===== config.mk =====
export PLATFORM = sky130hd
export DESIGN_NAME = sram_fifo_ctrl
export DESIGN_NICKNAME = d
export VERILOG_FILES = /design/src/rtl/sram_fifo_ctrl.sv
export SDC_FILE = /design/constraint.sdc
export NUM_CORES = 1
export LEC_CHECK = 0
export ABC_AREA = 1
export CAP_MARGIN = 20
export CORE_MARGIN = 1
export CORE_UTILIZATION = 30
export CTS_BUF_LIST = sky130_fd_sc_hd__clkbuf_16
export CTS_CLUSTER_DIAMETER = 40
export DETAILED_ROUTE_END_ITERATION = 10
export GPL_TIMING_DRIVEN = 0
export PLACE_DENSITY = 0.64
export REMOVE_ABC_BUFFERS = 1
export SYNTH_ARGS = -nofsm -noshare
export SYNTH_HDL_FRONTEND = slang
export SYNTH_SLANG_ARGS = --single-unit

===== constraint.sdc =====
create_clock -name clk -period 1.8 [get_ports clk]
set_input_delay 0.54 -clock clk [delete_from_list [all_inputs] [get_ports clk]]
set_output_delay 0.54 -clock clk [all_outputs]
set_load 0.01 [all_outputs]

===== src/rtl/sram_fifo_ctrl.sv =====
// FIFO controller driving a single-port SRAM; pop has priority over push.
// Define SRAM_FIFO_ERR_EN to add sticky overflow/underflow outputs.
module sram_fifo_ctrl #(
    parameter int ADDRESS_BITS = 5,
    parameter int DATA_WIDTH   = 8,
    parameter int NUM_REG      = 32
) (
    input  logic                    clk,
    input  logic                    reset_n,
    input  logic                    push,
    input  logic [DATA_WIDTH-1:0]   push_data,
    output logic                    push_ack,
    input  logic                    pop,
    output logic                    pop_ack,
    output logic                    pop_valid,
    output logic [DATA_WIDTH-1:0]   pop_data,
    output logic                    full,
    output logic                    empty,
    output logic [ADDRESS_BITS:0]   count,
    output logic                    sram_cs,
    output logic                    sram_we,
    output logic                    sram_rd,
    output logic [ADDRESS_BITS-1:0] sram_addr,
    output logic [DATA_WIDTH-1:0]   sram_wr_data,
    input  logic [DATA_WIDTH-1:0]   sram_rd_data
`ifdef SRAM_FIFO_ERR_EN
    ,
    output logic                    overflow,
    output logic                    underflow
`endif
);

    localparam logic [ADDRESS_BITS-1:0] LAST_PTR   = (ADDRESS_BITS)'(NUM_REG - 1);
    localparam logic [ADDRESS_BITS:0]   FULL_COUNT = (ADDRESS_BITS + 1)'(NUM_REG);

    logic [ADDRESS_BITS-1:0] wr_ptr_q, wr_ptr_d;
    logic [ADDRESS_BITS-1:0] rd_ptr_q, rd_ptr_d;
    logic [ADDRESS_BITS:0]   count_q, count_d;
    logic                    pop_valid_q, pop_valid_d;

    assign empty    = (count_q == '0);
    assign full     = (count_q == FULL_COUNT);
    assign count    = count_q;
    assign pop_ack  = pop & ~empty;
    assign push_ack = push & ~full & ~pop_ack;

    assign pop_valid = pop_valid_q;
    assign pop_data  = sram_rd_data;

    always_comb begin
        sram_cs      = 1'b0;
        sram_we      = 1'b0;
        sram_rd      = 1'b1;
        sram_addr    = rd_ptr_q;
        sram_wr_data = push_data;
        if (pop_ack) begin
            sram_cs = 1'b1;
            sram_rd = 1'b0;
        end else if (push_ack) begin
            sram_cs   = 1'b1;
            sram_we   = 1'b1;
            sram_addr = wr_ptr_q;
        end
    end

    // Pointers wrap explicitly so NUM_REG need not be a power of two.
    always_comb begin
        wr_ptr_d    = wr_ptr_q;
        rd_ptr_d    = rd_ptr_q;
        count_d     = count_q;
        pop_valid_d = pop_ack;
        if (push_ack) begin
            wr_ptr_d = (wr_ptr_q == LAST_PTR) ? '0 : wr_ptr_q + 1'b1;
            count_d  = count_q + 1'b1;
        end
        if (pop_ack) begin
            rd_ptr_d = (rd_ptr_q == LAST_PTR) ? '0 : rd_ptr_q + 1'b1;
            count_d  = count_q - 1'b1;
        end
    end

    always_ff @(posedge clk or negedge reset_n) begin
        if (!reset_n) begin
            wr_ptr_q    <= '0;
            rd_ptr_q    <= '0;
            count_q     <= '0;
            pop_valid_q <= 1'b0;
        end else begin
            wr_ptr_q    <= wr_ptr_d;
            rd_ptr_q    <= rd_ptr_d;
            count_q     <= count_d;
            pop_valid_q <= pop_valid_d;
        end
    end

`ifdef SRAM_FIFO_ERR_EN
    logic overflow_q, overflow_d;
    logic underflow_q, underflow_d;

    always_comb begin
        overflow_d  = overflow_q | (push & full & ~pop_ack);
        underflow_d = underflow_q | (pop & empty);
    end

    always_ff @(posedge clk or negedge reset_n) begin
        if (!reset_n) begin
            overflow_q  <= 1'b0;
            underflow_q <= 1'b0;
        end else begin
            overflow_q  <= overflow_d;
            underflow_q <= underflow_d;
        end
    end

    assign overflow  = overflow_q;
    assign underflow = underflow_q;
`endif

endmodule


==> impl_metrics.csv, run 1 <==
group,metric,value,unit
outcome,status,"complete, but fails checks",
outcome,violations,"setup timing",
power_and_ir_drop,p_leak,0.840,nW
setup_path,reg2reg_from,"count[1]$_DFFE_PN0P_",
job,maxCapViolCount,0,
setup_path,cp_max_fo,6,
yosys,ys_seq_area_share,35.2,%
timing,tightestPinTransition,0.810,ns
clock_tree,cts_hold_buffers,0,
setup_path,startpoint,"count[1]$_DFFE_PN0P_",
power_and_ir_drop,ir_worst_vdd,0.789,mV
setup_path,crit_path_end_kind,"primary output",
layout,utilization,45.1,%
place,hpwl,1850,microns
yosys,synth_top_area_cell,"dfrtp_1",
yosys,yosysTopAreaCellShare,35.2,%
setup_path,crit_type,"reg -> out",
setup_path,critPathSlowestCell,"dfrtp_2",
setup_path,crit_chain,"nor2_4, nand3_4, nand2_4, buf_12, nand3_4, o21ai_2, buf_2",
power_and_ir_drop,fin_total_pwr,2.84,mW
setup_path,critPathBufInv,2,
timing,period_share,116,%
floorplan,dieArea,4280,sq um
clock_tree,clk_path_buf_depth,2,
global_route,first_global_vias,960,
place,place_congestion,0.782,
detailed_routing,drtIter0Drc,56,
setup_path,crit_arrival,1.55,ns
detailed_routing,dr.pass1.iters,3,
timing,max_freq,478,MHz
clock_tree,cts.clk_slew.worst_paths,0.06,ns
yosys,synthCells,148,
yosys,ys_types,23,
detailed_routing,wl,3000,microns
floorplan,initial_core_util,32.0,%
global_route,grt_max_degree,18,
worst_hold_path,holdCritStartpoint,"rd_ptr_q[4]$_DFFE_PN0P_",
yosys,ys.flop_type,"dfrtp_1",
setup_path,cpLargestDelayFamily,"simple AND/OR/NAND/NOR gates",
global_route,gr-usage-all-layers,15.4,%
timing,relSlewSlack,45.8,%
yosys,synthTopCellsByArea,"dfrtp_1, nand2_1, buf_4, ha_1, inv_1",
yosys,synth-edff-count,0,
timing,worst_slack,-0.291,ns
clock_tree,cts_buffers,3,
yosys,synth-warning-count,0,
timing,drv_slew,0,
layout,nNetsFinal,206,
floorplan,ios,55,
detailed_routing,num_vias,1056,
timing,final_hold_viol_count,0,
global_route,overflow,0,
clock_tree,clk_latency,0.25,ns
detailed_routing,drtAntennaViolNets,0,
setup_path,slowest_delay,0.42,ns
clock_tree,cts_sinks,17,
setup_path,cp-start-kind,"flip-flop",
yosys,syn_avg_cell_area,8.16,sq um
clock_tree,cts_root_buf,"clkbuf_16",
timing,tns,-2.55,ns
timing,min_period,2.09,ns
floorplan,die_w,65.4,microns
layout,antenna_cells,0,
floorplan,core_area,3770,sq um
yosys,yosysMostFrequentCell,"nand2_1",
yosys,syn_area,1210,sq um
yosys,netlist_top_cells_count,"nand2_1, buf_4, dfrtp_1",
detailed_routing,vias_per_cell,4.71,
clock_tree,cts_tree,"built",
setup_path,worstPathRequired,1.26,ns
timing,setup_viol,13,
timing,whs,0.525,ns
yosys,synthArstFlopShare,100,%
timing,rsz0062_at_grt,"yes",
layout,area_growth,40.7,%
layout,final_layout_size_suffix_gt1_share,37.5,%
clock_tree,htreeDepth,1,
detailed_routing,wl_per_cell,13.4,microns
yosys,ys_seq_elements,17,
floorplan,row_count,22,
power_and_ir_drop,p_per_area,1670,nW/um^2
worst_hold_path,min_path_type,"reg -> reg",
place,io_buffer_count,22,
global_route,antenna_found_initial,0,
detailed_routing,post-route-drc-count,0,
setup_path,path_common_cell,"nand3_4",
global_route,grt_pass1_wl,4800,microns
timing,fin_skew,0.00487,ns
floorplan,die_h,65.4,microns
==> cells by family after synthesis <==
group                    count (synthesis)  share of synthesized area (%)
XOR/XNOR                                 5                           3.63
buffers and inverters                   35                           17.4
AND/OR/NAND/NOR                         62                           23.7
flip-flops                              17                           35.2
AO/OA/AOI/OAI                           20                           10.1
adder cells (fa/ha/maj)                  9                           9.95
==> path summary, 6_finish.rpt <==
kind                                           end  slack, ns  depth (start not counted)
max in group asynchronous     count[4]$_DFFE_PN0P_       0.49                          1
min in group asynchronous      pop_valid$_DFF_PN0_       0.76                          1
min reg2reg                rd_ptr_q[4]$_DFFE_PN0P_       0.52                          2
min                        rd_ptr_q[4]$_DFFE_PN0P_       0.52                          2
max reg2reg                   count[5]$_DFFE_PN0P_      -0.12                         14
max                                   sram_addr[1]      -0.29                          7
==> stage by stage <==
stage | std cells | setup slack [ns] | instance area, sq um
3_3_place_gp | 199 | -0.962 | 1340
5_1_grt | 224 | -0.364 | 1700
2_1_floorplan | 129 | -0.334 | 1060
3_5_place_dp | 199 | -0.994 | 1340
6_report | 224 | -0.291 | 1700
4_1_cts | 219 | -0.344 | 1600
==> registers in the layout, indices dropped and copies added (netlist names) <==
| signal | cells |
|---|---|
| wr_ptr_q | 5 |
| count | 6 |
| rd_ptr_q | 5 |
| pop_valid | 1 |
==> cell usage in the layout, fill, tap and decap left out, drive strengths merged, types with 2 or more instances in the layout <==
cell type	count
ha	8
dfrtp	17
inv	17
dlymetal6s2s	2
xnor2	2
xor2	3
nand3	11
nor3	3
a21oi	4
nand2	38
o21ai	15
buf	30
dlygate4sd2	6
nor2	9
clkdlybuf4s50	2
clkbuf	4
==> worst register-to-register path: stages, from the launching register on <==
cell     delay [ns]
dfrtp_2        0.42
nor2_4         0.17
nand3_4        0.10
nand2_4        0.09
buf_4          0.14
inv_8          0.06
ha_4           0.24
a21oi_4        0.13
nand2_2        0.08
nand2_1        0.08
nand2_1        0.06
nand2_1        0.08
nand2_1        0.06
nand2_1        0.06
nand2_1        0.04
==> per-layer routing <==
metal	up-vias	share of wire [%]	global-route usage, %
met2	38	44	22.0
met5	-	0	0
met1	493	47	20.6
met4	0	0.70	3.26
met3	4	9.0	7.47
li1	521	-	-
==> where the power goes <==
group / total, mW / internal (mW) / switching [mW] / leakage [nW]
clock network: 0.450 / 0.295 / 0.154 / 0.0423
logic: 1.64 / 0.801 / 0.844 / 0.595
registers: 0.742 / 0.573 / 0.169 / 0.203
==> cell type report <==
type,instances,area [sq um]
inverter,16,67.6
fill,373,2070
clock buffer,3,75.1
clock inverter,1,3.75
sequential,17,429
timing repair buffer,42,355
tap,48,60.1
multi-input combinational,97,708
==> what timing repair did <==
item / CTS / global route
setup endpoints to repair: 19 / 17
cloned: 1 / 0
pin swaps: 8 / 10
setup buffers: 15 / 5
resized for setup: 68 / 19
Note: power is estimated with default switching activity, not from simulation.
==> inputs of run 2 (changes only) <==
--- a/config.mk
+++ b/config.mk
@@ -7,5 +7,5 @@
 export LEC_CHECK = 0
 export ABC_AREA = 1
-export CAP_MARGIN = 20
+export CAP_MARGIN = 25
 export CORE_MARGIN = 1
 export CORE_UTILIZATION = 30
@@ -14,5 +14,5 @@
 export DETAILED_ROUTE_END_ITERATION = 10
 export GPL_TIMING_DRIVEN = 0
-export PLACE_DENSITY = 0.64
+export PLACE_DENSITY = 0.62
 export REMOVE_ABC_BUFFERS = 1
 export SYNTH_ARGS = -nofsm -noshare
==> constraint.sdc (replaced) <==
create_clock -name clk -period 2.3 [get_ports clk]
set_input_delay 0.23 -clock clk [delete_from_list [all_inputs] [get_ports clk]]
set_output_delay 0.23 -clock clk [all_outputs]
set_load 0.01 [all_outputs]
==> impl_metrics.csv, run 2 (synthesized netlist as in run 1, its figures left out) <==
group,metric,value,unit
outcome,status,"finished, final reports clean",
layout,final_common_cell,"nand2_1",
power_and_ir_drop,fin_total_pwr,1.94,mW
layout,antenna_cells,0,
floorplan,core_area,3770,sq um
setup_path,startpoint,"count[0]$_DFFE_PN0P_",
power_and_ir_drop,p_leak,0.743,nW
setup_path,worstPathRequired,2.07,ns
layout,multi_input_area,602,sq um
layout,seq_area,427,sq um
global_route,gr-usage-all-layers,12.6,%
power_and_ir_drop,p_per_area,1310,nW/um^2
layout,mostFrequentLayoutCells,"nand2_1, clkdlybuf4s50_1, dfrtp_1, inv_1, o21ai_0",
timing,relSlewSlack,48.5,%
power_and_ir_drop,combPwrFrac,51.4,%
timing,fin_skew,0.00152,ns
detailed_routing,dr.pass1.iters,4,
clock_tree,cts_tree,"built",
global_route,grt_max_degree,18,
layout,final_layout_size_suffix_gt1_share,13.8,%
place,io_buffer_count,22,
floorplan,row_count,22,
global_route,met2_usage,18.6,%
power_and_ir_drop,switching_power,780,uW
power_and_ir_drop,p_int,1.16,mW
detailed_routing,drtIter0Drc,28,
global_route,antenna_found_initial,0,
floorplan,die_w,65.4,microns
power_and_ir_drop,clock_power_share,17.9,%
detailed_routing,wl_per_cell,12.7,microns
timing,max_freq,453,MHz
layout,area_growth,22.4,%
clock_tree,htreeDepth,1,
place,place_congestion,0.774,
timing,drv_slew,0,
clock_tree,cts_root_buf,"clkbuf_16",
detailed_routing,vias_per_cell,4.72,
power_and_ir_drop,pwr-share-seq,30.7,%
setup_path,crit_type,"reg -> out",
power_and_ir_drop,ir_worst_vdd,0.569,mV
global_route,gr-usage-met1,15.6,%
clock_tree,clk_path_buf_depth,2,
setup_path,crit_path_end_kind,"primary output",
worst_hold_path,min_path_type,"in -> async",
setup_path,crit_arrival,1.98,ns
timing,tightestPinTransition,0.771,ns
setup_path,reg2reg_from,"count[0]$_DFFE_PN0P_",
floorplan,die_h,65.4,microns
global_route,grt_util_met3,7.99,%
job,maxCapViolCount,0,
layout,nNetsFinal,189,
setup_path,r2r_cells,13,
clock_tree,clk_latency,0.25,ns
clock_tree,cts.clk_slew.worst_paths,0.05,ns
setup_path,cp-start-kind,"flip-flop",
place,hpwl,1840,microns
detailed_routing,drtAntennaViolNets,0,
global_route,grt-busiest-layer,"met2",
floorplan,ios,55,
floorplan,initial_core_util,32.0,%
timing,rsz0062_at_grt,"no",
setup_path,cp-endpoint,"sram_addr[1]",
global_route,overflow,0,
timing,period_share,96.0,%
layout,largest_register_ffs,6,
setup_path,cp_max_fo,6,
power_and_ir_drop,swShare,40.2,%
timing,final_hold_viol_count,0,
floorplan,dieArea,4280,sq um
setup_path,rrSetupSlack,0.21,ns
timing,setup_viol,0,
detailed_routing,num_vias,978,
clock_tree,cts_sinks,17,
layout,fillerInstances,380,
timing,tns,0,ns
detailed_routing,post-route-drc-count,0,
global_route,first_global_vias,904,
setup_path,r2r-end,"count[5]$_DFFE_PN0P_",
clock_tree,cts_buffers,3,
global_route,grt_pass1_wl,4100,microns
detailed_routing,wl,2620,microns
timing,min_period,2.21,ns
run 2: cell count changes in the layout (fill, tap and decap cells not counted), sizes merged:
cell	change
dlymetal6s2s	+1
dlygate4sd2	-6
clkbuf	-1
buf	-27
clkdlybuf4s50	+17
clkdlybuf4s15	-1
run 2: repair_timing:
item	in CTS	in global routing
setup buffers	2	1
hold buffers	0	0
endpoints found under the setup margin	8	7
pin swaps	2	1
endpoints found under the hold margin	0	0
cloned	0	1
gates resized for setup	2	7
run 2: through the flow:
stage | cells | setup WS, ns | instance area (sq um) | util (%) | hold WS (ns)
4_1_cts | 205 | 0.0142 | 1440 | 38.2 | 0.460
3_5_place_dp | 199 | 0.00434 | 1340 | 35.5 | 0.460
6_report | 207 | 0.0927 | 1480 | 39.2 | 0.438
2_1_floorplan | 129 | 0.166 | 1060 | - | -0.0656
5_1_grt | 207 | 0.00891 | 1480 | 39.2 | 0.460
3_3_place_gp | 199 | 0.00257 | 1340 | 35.5 | 0.460
run 2: routing by layer:
layer | wire (microns) | part of all wire (%) | vias up
met5 | 0 | 0 | -
met4 | 14 | 0.53 | 0
met3 | 327 | 12 | 2
met2 | 1060 | 40 | 48
met1 | 1220 | 46 | 444
li1 | - | - | 484
run 2: worst min path at each step:
| stage | startpoint | end | cells past startpoint |
|---|---|---|---|
| final | reset_n | rd_ptr_q[3]$_DFFE_PN0P_ | 1 |
| after global routing | sram_rd_data[3] | pop_data[3] | 0 |
| after detailed placement | sram_rd_data[0] | pop_data[0] | 0 |
| after global placement | sram_rd_data[0] | pop_data[0] | 0 |
| after floorplan | reset_n | count[0]$_DFFE_PN0P_ | 0 |
| after CTS | sram_rd_data[0] | pop_data[0] | 0 |
run 2: cell type report:
class | instances | area share [%]
Multi-Input combinational cell | 97 | 40.7
Sequential cell | 17 | 28.9
Timing Repair Buffer | 25 | 16.9
Clock buffer | 3 | 5.08
Inverter | 16 | 4.06
Tap cell | 48 | 4.06
Clock inverter | 1 | 0.254
run 2: critical path: stages (launching register included):
cell,delay [ns]
dfrtp_2,0.46
nor2_4,0.14
nand3_1,0.14
nand2_4,0.15
nand3_4,0.13
o21ai_2,0.16
clkdlybuf4s50_1,0.55
run 2: power by group through the flow:
stage | Sequential [mW] | Combinational [mW] | Clock [mW]
2_1_floorplan | 0.584 | 0.609 | 0
3_3_place_gp | 0.585 | 0.959 | 0
3_5_place_dp | 0.588 | 0.966 | 0
4_1_cts | 0.587 | 0.990 | 0.357
5_1_grt | 0.623 | 1.13 | 0.364
6_report | 0.597 | 0.998 | 0.347
==> inputs of run 3 (changes only) <==
GPL_TIMING_DRIVEN = default   (was 0)
==> impl_metrics.csv, run 3 (synthesized netlist as in run 1, its figures left out) <==
group,metric,value,unit
outcome,status,"finished, final reports clean",
detailed_routing,dr.pass1.iters,6,
setup_path,crit_type,"reg -> out",
global_route,antenna_found_initial,0,
global_route,gr-usage-met1,17.5,%
power_and_ir_drop,ir_worst_vdd,0.490,mV
global_route,first_global_vias,941,
timing,tightestPinTransition,0.243,ns
clock_tree,cts_hold_buffers,0,
global_route,overflow,0,
timing,final_hold_viol_count,0,
layout,utilization,39.3,%
setup_path,critPathSlowestCell,"clkdlybuf4s50_1",
job,maxCapViolCount,0,
setup_path,crit_arrival,1.99,ns
clock_tree,cts_sinks,17,
layout,final_common_cell,"nand2_1",
timing,tns,0,ns
setup_path,startpoint,"count[3]$_DFFE_PN0P_",
floorplan,die_w,65.4,microns
global_route,grt-busiest-layer,"met2",
place,placedCellCount,203,
timing,whs,0.316,ns
global_route,grt_util_met3,7.81,%
place,io_buffer_count,22,
global_route,grt_pass1_wl,4330,microns
timing,min_period,2.22,ns
layout,mostFrequentLayoutCells,"nand2_1, clkdlybuf4s50_1, dfrtp_1, inv_1, o21ai_0",
clock_tree,cts_tree,"built",
floorplan,dieArea,4280,sq um
layout,largest_register_ffs,6,
setup_path,slowest_delay,0.54,ns
floorplan,initial_core_util,32.0,%
clock_tree,htreeDepth,1,
layout,final_layout_size_suffix_gt1_share,14.4,%
global_route,gr-usage-all-layers,13.7,%
clock_tree,clk_latency,0.25,ns
detailed_routing,wl_per_cell,13.1,microns
setup_path,crit_chain,"nor2_2, nand3_2, nand2_4, nand3_4, o21ai_2, clkdlybuf4s50_1",
power_and_ir_drop,p_per_area,1330,nW/um^2
layout,nNetsFinal,190,
timing,relSlewSlack,83.8,%
clock_tree,clk_path_buf_depth,2,
detailed_routing,drtIter0Drc,28,
worst_hold_path,min_path_type,"in -> async",
layout,antenna_cells,0,
setup_path,reg2reg_from,"count[3]$_DFFE_PN0P_",
detailed_routing,post-route-drc-count,0,
place,hpwl,1970,microns
timing,max_freq,451,MHz
setup_path,worstPathRequired,2.07,ns
setup_path,critPathBufInv,1,
setup_path,crit_path_end_kind,"primary output",
power_and_ir_drop,p_leak,0.707,nW
place,place_area,1370,sq um
setup_path,path_depth,6,
detailed_routing,wl,2720,microns
setup_path,cp-start-kind,"flip-flop",
floorplan,core_area,3770,sq um
floorplan,die_h,65.4,microns
clock_tree,cts.clk_slew.worst_paths,0.05,ns
detailed_routing,vias_per_cell,4.68,
global_route,grt_max_degree,18,
timing,setup_viol,0,
layout,area_growth,22.9,%
setup_path,cp_max_fo,6,
clock_tree,cts_buffers,3,
timing,period_share,96.4,%
setup_path,rrSetupSlack,0.26,ns
clock_tree,post_cts_buffers,0,
timing,drv_slew,0,
clock_tree,cts_root_buf,"clkbuf_16",
global_route,met2_usage,19.3,%
timing,fin_skew,0.00331,ns
detailed_routing,drtAntennaViolNets,0,
detailed_routing,num_vias,973,
layout,final_cells,208,
place,place_congestion,0.797,
setup_path,cpLargestDelayFamily,"simple AND/OR/NAND/NOR gates",
floorplan,row_count,22,
setup_path,r2r-end,"count[5]$_DFFE_PN0P_",
floorplan,ios,55,
setup_path,r2r_cells,13,
layout,fillerInstances,393,
layout,fin_area,1480,sq um
## run 3: cell count changes in the layout (fill, tap and decap cells not counted)
cell | before | now
clkdlybuf4s50_1 | 19 | 22
dlymetal6s2s_1 | 3 | 0
buf_4 | 3 | 4
dfrtp_1 | 16 | 17
dfrtp_2 | 1 | 0
inv_2 | 2 | 1
inv_4 | 0 | 1
nand3_1 | 8 | 7
nand3_2 | 2 | 3
## run 3: metrics by stage
stage	setup slack, ns	total power, mW
CTS	0.00412	1.96
global route	-0.00818	2.15
global placement	0.200	1.59
floorplan	0.166	1.19
finish	0.0829	1.97
detailed placement	0.162	1.59
## run 3: cell type report
cell class | instances | area, sq um | share of cell area [%]
multi-input combinational | 97 | 607 | 40.9
sequential | 17 | 425 | 28.7
timing repair buffer | 26 | 250 | 16.9
clock buffer | 3 | 75.1 | 5.06
inverter | 16 | 62.6 | 4.22
tap | 48 | 60.1 | 4.05
clock inverter | 1 | 3.75 | 0.253
## run 3: timing repair
item,4_1_cts,5_1_grt
gates cloned,1,0
gates resized for setup,1,7
pin swaps,1,1
endpoints found under the setup margin,2,9
## run 3: where the power goes
group | switching [mW] | internal, mW
Combinational | 0.533 | 0.504
Sequential | 0.143 | 0.443
Clock | 0.115 | 0.231
## run 3: worst max path at each step
| stage | end | slack (ns) |
|---|---|---|
| final | sram_addr[1] | 0.08 |
| after global routing | sram_addr[1] | -0.008 |
| after CTS | sram_addr[0] | 0.004 |
| after detailed placement | count[5]$_DFFE_PN0P_ | 0.16 |
| after global placement | count[5]$_DFFE_PN0P_ | 0.20 |
| after floorplan | count[5]$_DFFE_PN0P_ | 0.17 |
## run 3: per-layer routing
metal / up-vias / part of all wire [%]
met2: 43 / 40
met1: 445 / 49
met3: 2 / 11
met5: - / 0
met4: 0 / 0.55
li1: 483 / -
